`src/rtl/core_dbg_pkg.sv`:
```
// -----------------------------------------------------------------------------
// core_dbg_pkg
// Shared definitions for the retire trace / breakpoint debug block.
//   - Default parameter values for the trace unit.
//   - trace_entry_t : one captured retirement {pc, nop, jout} at default widths.
//   - dbg_state_e   : run/halt state of the breakpoint machine.
//   - entry_width() : packed width of a trace entry for arbitrary field widths.
// -----------------------------------------------------------------------------
package core_dbg_pkg;

    localparam int DEF_PC_W   = 9;
    localparam int DEF_DATA_W = 32;
    localparam int DEF_DEPTH  = 16;
    localparam int DEF_CNT_W  = 32;

    typedef enum logic {
        ST_RUN  = 1'b0,
        ST_HALT = 1'b1
    } dbg_state_e;

    // Field order is the canonical entry layout: pc in the top bits, jout lowest.
    typedef struct packed {
        logic [DEF_PC_W-1:0]   pc;
        logic                  nop;
        logic [DEF_DATA_W-1:0] jout;
    } trace_entry_t;

    function automatic int entry_width(input int pc_w, input int data_w);
        return pc_w + 1 + data_w;
    endfunction

endpackage

```
`src/rtl/trace_fifo.sv`:
```
// -----------------------------------------------------------------------------
// trace_fifo
// Parametrised first-word-fall-through synchronous FIFO with occupancy count.
//   clk, rst (async, active-low)
//   push, push_data : write request; accepted when not full, or when full and a
//                     pop is accepted in the same cycle
//   pop             : read request; ignored while empty
//   rd_data         : head entry (valid whenever empty is 0)
//   count           : entries held, 0..DEPTH
//   full, empty     : occupancy flags
// -----------------------------------------------------------------------------
module trace_fifo #(
    parameter  int WIDTH = 8,
    parameter  int DEPTH = 16,
    localparam int AW    = $clog2(DEPTH)
) (
    input  logic             clk,
    input  logic             rst,
    input  logic             push,
    input  logic [WIDTH-1:0] push_data,
    input  logic             pop,
    output logic [WIDTH-1:0] rd_data,
    output logic [AW:0]      count,
    output logic             full,
    output logic             empty
);

    logic [WIDTH-1:0] mem_q [DEPTH];
    logic [AW-1:0]    wr_ptr_q, wr_ptr_d;
    logic [AW-1:0]    rd_ptr_q, rd_ptr_d;
    logic [AW:0]      count_q,  count_d;
    logic             push_ok;
    logic             pop_ok;

    assign empty   = (count_q == '0);
    assign full    = (count_q == (AW+1)'(DEPTH));
    assign count   = count_q;
    assign rd_data = mem_q[rd_ptr_q];

    // A full FIFO still takes a write when the head leaves in the same cycle,
    // because the freed slot and the written slot are consumed together.
    always_comb begin
        pop_ok   = pop && !empty;
        push_ok  = push && (!full || pop_ok);
        wr_ptr_d = wr_ptr_q;
        rd_ptr_d = rd_ptr_q;
        if (push_ok) begin
            wr_ptr_d = wr_ptr_q + AW'(1);
        end
        if (pop_ok) begin
            rd_ptr_d = rd_ptr_q + AW'(1);
        end
        count_d = count_q + (AW+1)'(push_ok) - (AW+1)'(pop_ok);
    end

    always_ff @(posedge clk or negedge rst) begin
        if (!rst) begin
            wr_ptr_q <= '0;
            rd_ptr_q <= '0;
            count_q  <= '0;
        end else begin
            wr_ptr_q <= wr_ptr_d;
            rd_ptr_q <= rd_ptr_d;
            count_q  <= count_d;
        end
    end

    // Storage needs no reset: nothing is read out of a slot before it is written.
    always_ff @(posedge clk) begin
        if (push_ok) begin
            mem_q[wr_ptr_q] <= push_data;
        end
    end

endmodule

```
`src/rtl/retire_trace_unit.sv`:
```
// -----------------------------------------------------------------------------
// retire_trace_unit
// Captures every retired instruction into a FWFT trace buffer, counts retires
// and nops, and raises a halt request when a retire hits the breakpoint PC.
//   clk, rst (async, active-low)
//   inst_done, nop, pc, jout        : retirement pulse and its payload
//   trc_valid, trc_ready            : trace head handshake
//   trc_pc, trc_nop, trc_jout       : head entry fields
//   trc_count                       : entries buffered
//   overflow, clr_overflow          : sticky dropped-entry flag and its clear
//   retired, nop_count              : wrapping event counters
//   brk_en, brk_pc, resume, halt    : breakpoint control and core stall request
// -----------------------------------------------------------------------------
module retire_trace_unit
    import core_dbg_pkg::*;
#(
    parameter  int PC_W   = DEF_PC_W,
    parameter  int DATA_W = DEF_DATA_W,
    parameter  int DEPTH  = DEF_DEPTH,
    parameter  int CNT_W  = DEF_CNT_W,
    localparam int AW     = $clog2(DEPTH),
    localparam int EW     = entry_width(PC_W, DATA_W)
) (
    input  logic              clk,
    input  logic              rst,
    input  logic              inst_done,
    input  logic              nop,
    input  logic [PC_W-1:0]   pc,
    input  logic [DATA_W-1:0] jout,
    output logic              trc_valid,
    input  logic              trc_ready,
    output logic [PC_W-1:0]   trc_pc,
    output logic              trc_nop,
    output logic [DATA_W-1:0] trc_jout,
    output logic [AW:0]       trc_count,
    output logic              overflow,
    input  logic              clr_overflow,
    output logic [CNT_W-1:0]  retired,
    output logic [CNT_W-1:0]  nop_count,
    input  logic              brk_en,
    input  logic [PC_W-1:0]   brk_pc,
    input  logic              resume,
    output logic              halt
);

    // Same layout as trace_entry_t, sized for this instance's widths.
    typedef struct packed {
        logic [PC_W-1:0]   pc;
        logic              nop;
        logic [DATA_W-1:0] jout;
    } entry_t;

    entry_t            push_entry;
    entry_t            head_entry;
    logic [EW-1:0]     fifo_rd_data;
    logic              fifo_full;
    logic              fifo_empty;
    logic              pop;
    logic              drop;
    logic              hit;

    logic              overflow_q,  overflow_d;
    logic [CNT_W-1:0]  retired_q,   retired_d;
    logic [CNT_W-1:0]  nop_count_q, nop_count_d;
    dbg_state_e        state_q,     state_d;
    logic              halt_q,      halt_d;

    assign push_entry = '{pc: pc, nop: nop, jout: jout};

    trace_fifo #(
        .WIDTH (EW),
        .DEPTH (DEPTH)
    ) u_fifo (
        .clk       (clk),
        .rst       (rst),
        .push      (inst_done),
        .push_data (push_entry),
        .pop       (pop),
        .rd_data   (fifo_rd_data),
        .count     (trc_count),
        .full      (fifo_full),
        .empty     (fifo_empty)
    );

    assign head_entry = entry_t'(fifo_rd_data);
    assign trc_valid  = !fifo_empty;
    assign trc_pc     = head_entry.pc;
    assign trc_nop    = head_entry.nop;
    assign trc_jout   = head_entry.jout;
    assign overflow   = overflow_q;
    assign retired    = retired_q;
    assign nop_count  = nop_count_q;
    assign halt       = halt_q;

    // Retirement bookkeeping and breakpoint machine. Capture, counting and
    // breakpoint matching all run while halted so no retire is ever missed.
    always_comb begin
        pop  = trc_valid && trc_ready;
        drop = inst_done && fifo_full && !pop;
        hit  = brk_en && inst_done && (pc == brk_pc);

        // A drop in the same cycle as a clear must leave the flag set.
        overflow_d  = drop || (overflow_q && !clr_overflow);
        retired_d   = retired_q + CNT_W'(inst_done);
        nop_count_d = nop_count_q + CNT_W'(inst_done && nop);

        state_d = state_q;
        case (state_q)
            ST_RUN: begin
                if (hit) begin
                    state_d = ST_HALT;
                end
            end
            ST_HALT: begin
                if (resume && !hit) begin
                    state_d = ST_RUN;
                end
            end
            default: state_d = ST_RUN;
        endcase
        halt_d = (state_d == ST_HALT);
    end

    always_ff @(posedge clk or negedge rst) begin
        if (!rst) begin
            overflow_q  <= 1'b0;
            retired_q   <= '0;
            nop_count_q <= '0;
            state_q     <= ST_RUN;
            halt_q      <= 1'b0;
        end else begin
            overflow_q  <= overflow_d;
            retired_q   <= retired_d;
            nop_count_q <= nop_count_d;
            state_q     <= state_d;
            halt_q      <= halt_d;
        end
    end

endmodule

```
`config.mk`:
```
export PLATFORM = sky130hd
export DESIGN_NAME = retire_trace_unit
export DESIGN_NICKNAME = d
export VERILOG_FILES = /design/src/rtl/core_dbg_pkg.sv /design/src/rtl/trace_fifo.sv /design/src/rtl/retire_trace_unit.sv
export SDC_FILE = /design/constraint.sdc
export NUM_CORES = 1
export LEC_CHECK = 0
export ABC_AREA = 1
export BUFFER_PORTS_ARGS = -buffer_cell sky130_fd_sc_hd__buf_2
export CORE_MARGIN = 5
export CORE_UTILIZATION = 40
export DETAILED_ROUTE_END_ITERATION = 6
export HOLD_SLACK_MARGIN = 0.02
export SYNTH_ARGS = -nofsm -noshare
export SYNTH_HDL_FRONTEND = slang
export SYNTH_SLANG_ARGS = --single-unit
```
`constraint.sdc`:
```
create_clock -name clk -period 5.7 [get_ports clk]
set_input_delay 0.285 -clock clk [delete_from_list [all_inputs] [get_ports clk]]
set_output_delay 0.285 -clock clk [all_outputs]
set_load 0.02 [all_outputs]
```
==> results.sh <==
export IMPL_leakage_uw=0.0165
export IMPL_period_minus_slack_ns=4.42
export IMPL_crit_path_end_kind="output port"
export IMPL_die_w_um=299
export IMPL_outcome="finished, final reports clean"
export IMPL_max_slew_margin_pct=9.88
export IMPL_tns_ns=0
export IMPL_clk_path_buf_depth=3
export IMPL_layout_worst_path_cycle_share_pct=77.6
export IMPL_firstDrtPassIters=6
export IMPL_cts_buffers=81
export IMPL_synth_top_area_share_pct=60.4
export IMPL_cts_resized=0
export IMPL_rsz0062_at_grt="no"
export IMPL_hold_path_class="in -> reg"
export IMPL_vias=22300
export IMPL_grt_pass1_vias=21500
export IMPL_cts_setup_buffers=0
export IMPL_grt_start_max_net_pins=252
export IMPL_wirelength_um=82000
export IMPL_drc=0
export IMPL_gr_usage_met3_pct=3.18
export IMPL_syn_num_nets=3379
export IMPL_synth_compound_area_share_pct=0.165
export IMPL_path_clk_slew_ns=0.06
export IMPL_synth_most_common_cell="nand2_1"
export IMPL_synth_warnings=0
export IMPL_gr_total_overflow=0
export IMPL_yosys_top_cells_count="nand2_1 (1114), edfxtp_1 (672), inv_1 (553), nand3_1 (510), nor2_1 (108)"
export IMPL_rows=106
export IMPL_muxShareOfSynthArea_pct=0
export IMPL_async_reset_ff_share_pct=10.5
export IMPL_synth_top_family_by_area="simple AND/OR/NAND/NOR gates"
export IMPL_cts_tree="done"
export IMPL_numPortBuffers=171
export IMPL_grt_busiest_layer="met2"
export IMPL_syn_to_final_growth_pct=13.5
export IMPL_cap_violations=0
export IMPL_synthFlopType="edfxtp_1"
export IMPL_track_usage_pct=18.0
export IMPL_place_congestion=0.878
export IMPL_synth_simple_area_share_pct=22.6
export IMPL_worst_slew_pin_transition_ns=1.35
export IMPL_synth_cells=3305
export IMPL_timing_rr_end="u_fifo.mem_q[11][28]"
export IMPL_fmax_ghz=0.226
export IMPL_dp_slack_ns=2.17
export IMPL_fin_ws_ns=1.28
export IMPL_dpl_hpwl_um=42500
export IMPL_hold_slack_ns=0.0470
export IMPL_stdcell_count=4629
export IMPL_fp_dieH_um=299
export IMPL_grt_pass1_wl_um=126000
export IMPL_htree_levels=3
export IMPL_viasPerCell=4.82
export IMPL_met1_usage_pct=24.8
export IMPL_p_per_area_nw_per_um2=470
export IMPL_synth_cell_type_count=28
export IMPL_wl_per_cell_um=17.7
export IMPL_dpl_cell_area_um2=35100
export IMPL_io_pins=172
export IMPL_slew_viol_final=0
export IMPL_syn_area_per_cell_um2=10.1
export IMPL_path_class="reg -> out"
export IMPL_setup_viol=0
export IMPL_final_layout_size_suffix_gt1_share_pct=10.1
export IMPL_fin_skew_ns=0.0222
export IMPL_clock_sinks=751
export IMPL_ir_worst_vdd_uv=463
export IMPL_worst_r2r_cell_count=10
export IMPL_cp_startpoint="u_fifo.rd_ptr_q[0]"
export IMPL_cts_root_buf="clkbuf_16"
export IMPL_ff2ff_setup_slack_ns=2.26
export IMPL_cp_endpoint="trc_jout[20]"
export IMPL_finalHoldViolCount=0
export IMPL_synth_xor_area_share_pct=1.08
export IMPL_clk_latency_ns=0.63
export IMPL_grt_use_met2_pct=30.0
export IMPL_r2r_start="u_fifo.count[2]"
export IMPL_worst_path_max_fanout=223
export IMPL_start_util_pct=40.1
export IMPL_dieArea_um2=89300
export IMPL_ys_seq_area_share_pct=66.4
export IMPL_critPathRequiredTime_ns=5.41
export IMPL_crit_path_start_kind="flop"
export IMPL_antenna_left=0
export IMPL_synth_edf_count=672
export IMPL_post_synth_top_area_cell="edfxtp_1"
export IMPL_synthAdderAreaFrac_pct=0.622
export IMPL_dp_cells=4455
export IMPL_fin_area_um2=37900
export IMPL_synth_area_leaders="edfxtp_1 (60%), nand2_1 (13%), nand3_1 (7.6%)"
export IMPL_antenna_found_initial=0
export IMPL_core_area_um2=83200
export IMPL_ys_seq_elements=751
export IMPL_syn_area_um2=33400
export IMPL_cp_arrival_ns=4.14
export IMPL_postCtsHoldBufs=29
export IMPL_final_nets=3561
export IMPL_drt_iter0_markers=1531
[power by group]
group,internal (µW),leakage [µW],switching (µW)
registers,6560,0.00712,371
clock network,2910,0.00124,2140
logic,1650,0.00812,4160
[how the worst min path moves through the flow]
stage,start,end,slack [ns],cells past startpoint
detailed placement,rst,nop_count[26],0.1,1
finish,jout[11],u_fifo.mem_q[7][11],0.05,1
CTS,jout[30],u_fifo.mem_q[4][30],0.02,1
global placement,rst,nop_count[26],0.09,1
global route,jout[11],u_fifo.mem_q[7][11],0.04,1
floorplan,rst,halt,-0.01,0
[kinds of logic after synthesis]
logic type | count (synthesis)
AOI/OAI and AO/OA | 11
xor gates and xnor gates | 41
adders and majority gates | 16
buffers and inverters | 698
DFF | 751
and+or+nand+nor | 1788
[per-layer routing]
| metal | part of all wire [%] | vias up |
|---|---|---|
| li1 | - | 11000 |
| met1 | 45 | 10600 |
| met2 | 47 | 604 |
| met3 | 5.9 | 114 |
| met4 | 1.8 | 0 |
| met5 | 0 | - |
[flip-flops by register name, summed over array words and instances (netlist names)]
register and cells:
u_fifo.count 5, overflow 1, u_fifo.rd_ptr_q 4, halt 1
nop_count 32, u_fifo.wr_ptr_q 4, u_fifo.mem_q 672, retired 32
[worst max-delay path, stage by stage, from the launching register on]
cell and delay [ns]:
dfrtp_4 0.85, clkinv_8 0.64, buf_12 0.63, nand2_1 0.14, nand3_1 0.07, nand3_1 0.12, nand3_1 0.09, nand2_1 0.24
buf_2 0.22
[area by class of cell]
cell class | instances | area, µm²
Antenna cell | 1 | 2.50
Clock buffer | 98 | 2140
Clock inverter | 46 | 383
Fill cell | 7654 | 45300
Inverter | 557 | 2110
Multi-Input combinational cell | 1856 | 8240
Sequential cell | 751 | 22200
Tap cell | 1080 | 1350
Timing Repair Buffer | 240 | 1470
[metrics by stage]
step / power [µW] / utilization (%)
floorplan: 11200 / -
global placement: 12800 / 42.2
detailed placement: 12900 / 42.2
CTS: 17900 / 45.5
global route: 18800 / 45.5
finish: 17800 / 45.5
[placed cells by master, fill, tap and decap left out, drive strengths merged]
| master | count |
|---|---|
| clkinv | 37 |
| diode | 1 |
| ha | 15 |
| bufinv | 5 |
| fa | 1 |
| dlygate4sd3 | 29 |
| clkbuf | 98 |
| xor2 | 26 |
| a21oi | 2 |
| inv | 560 |
| nand3b | 28 |
| dfrtp | 79 |
| nand3 | 512 |
| buf | 211 |
| nand2 | 1117 |
| clkinvlp | 1 |
| nor3 | 15 |
| edfxtp | 672 |
| xnor2 | 15 |
| o21ai | 9 |
| nor2 | 115 |
| nand4 | 1 |
(Power assumes the default switching activity.)
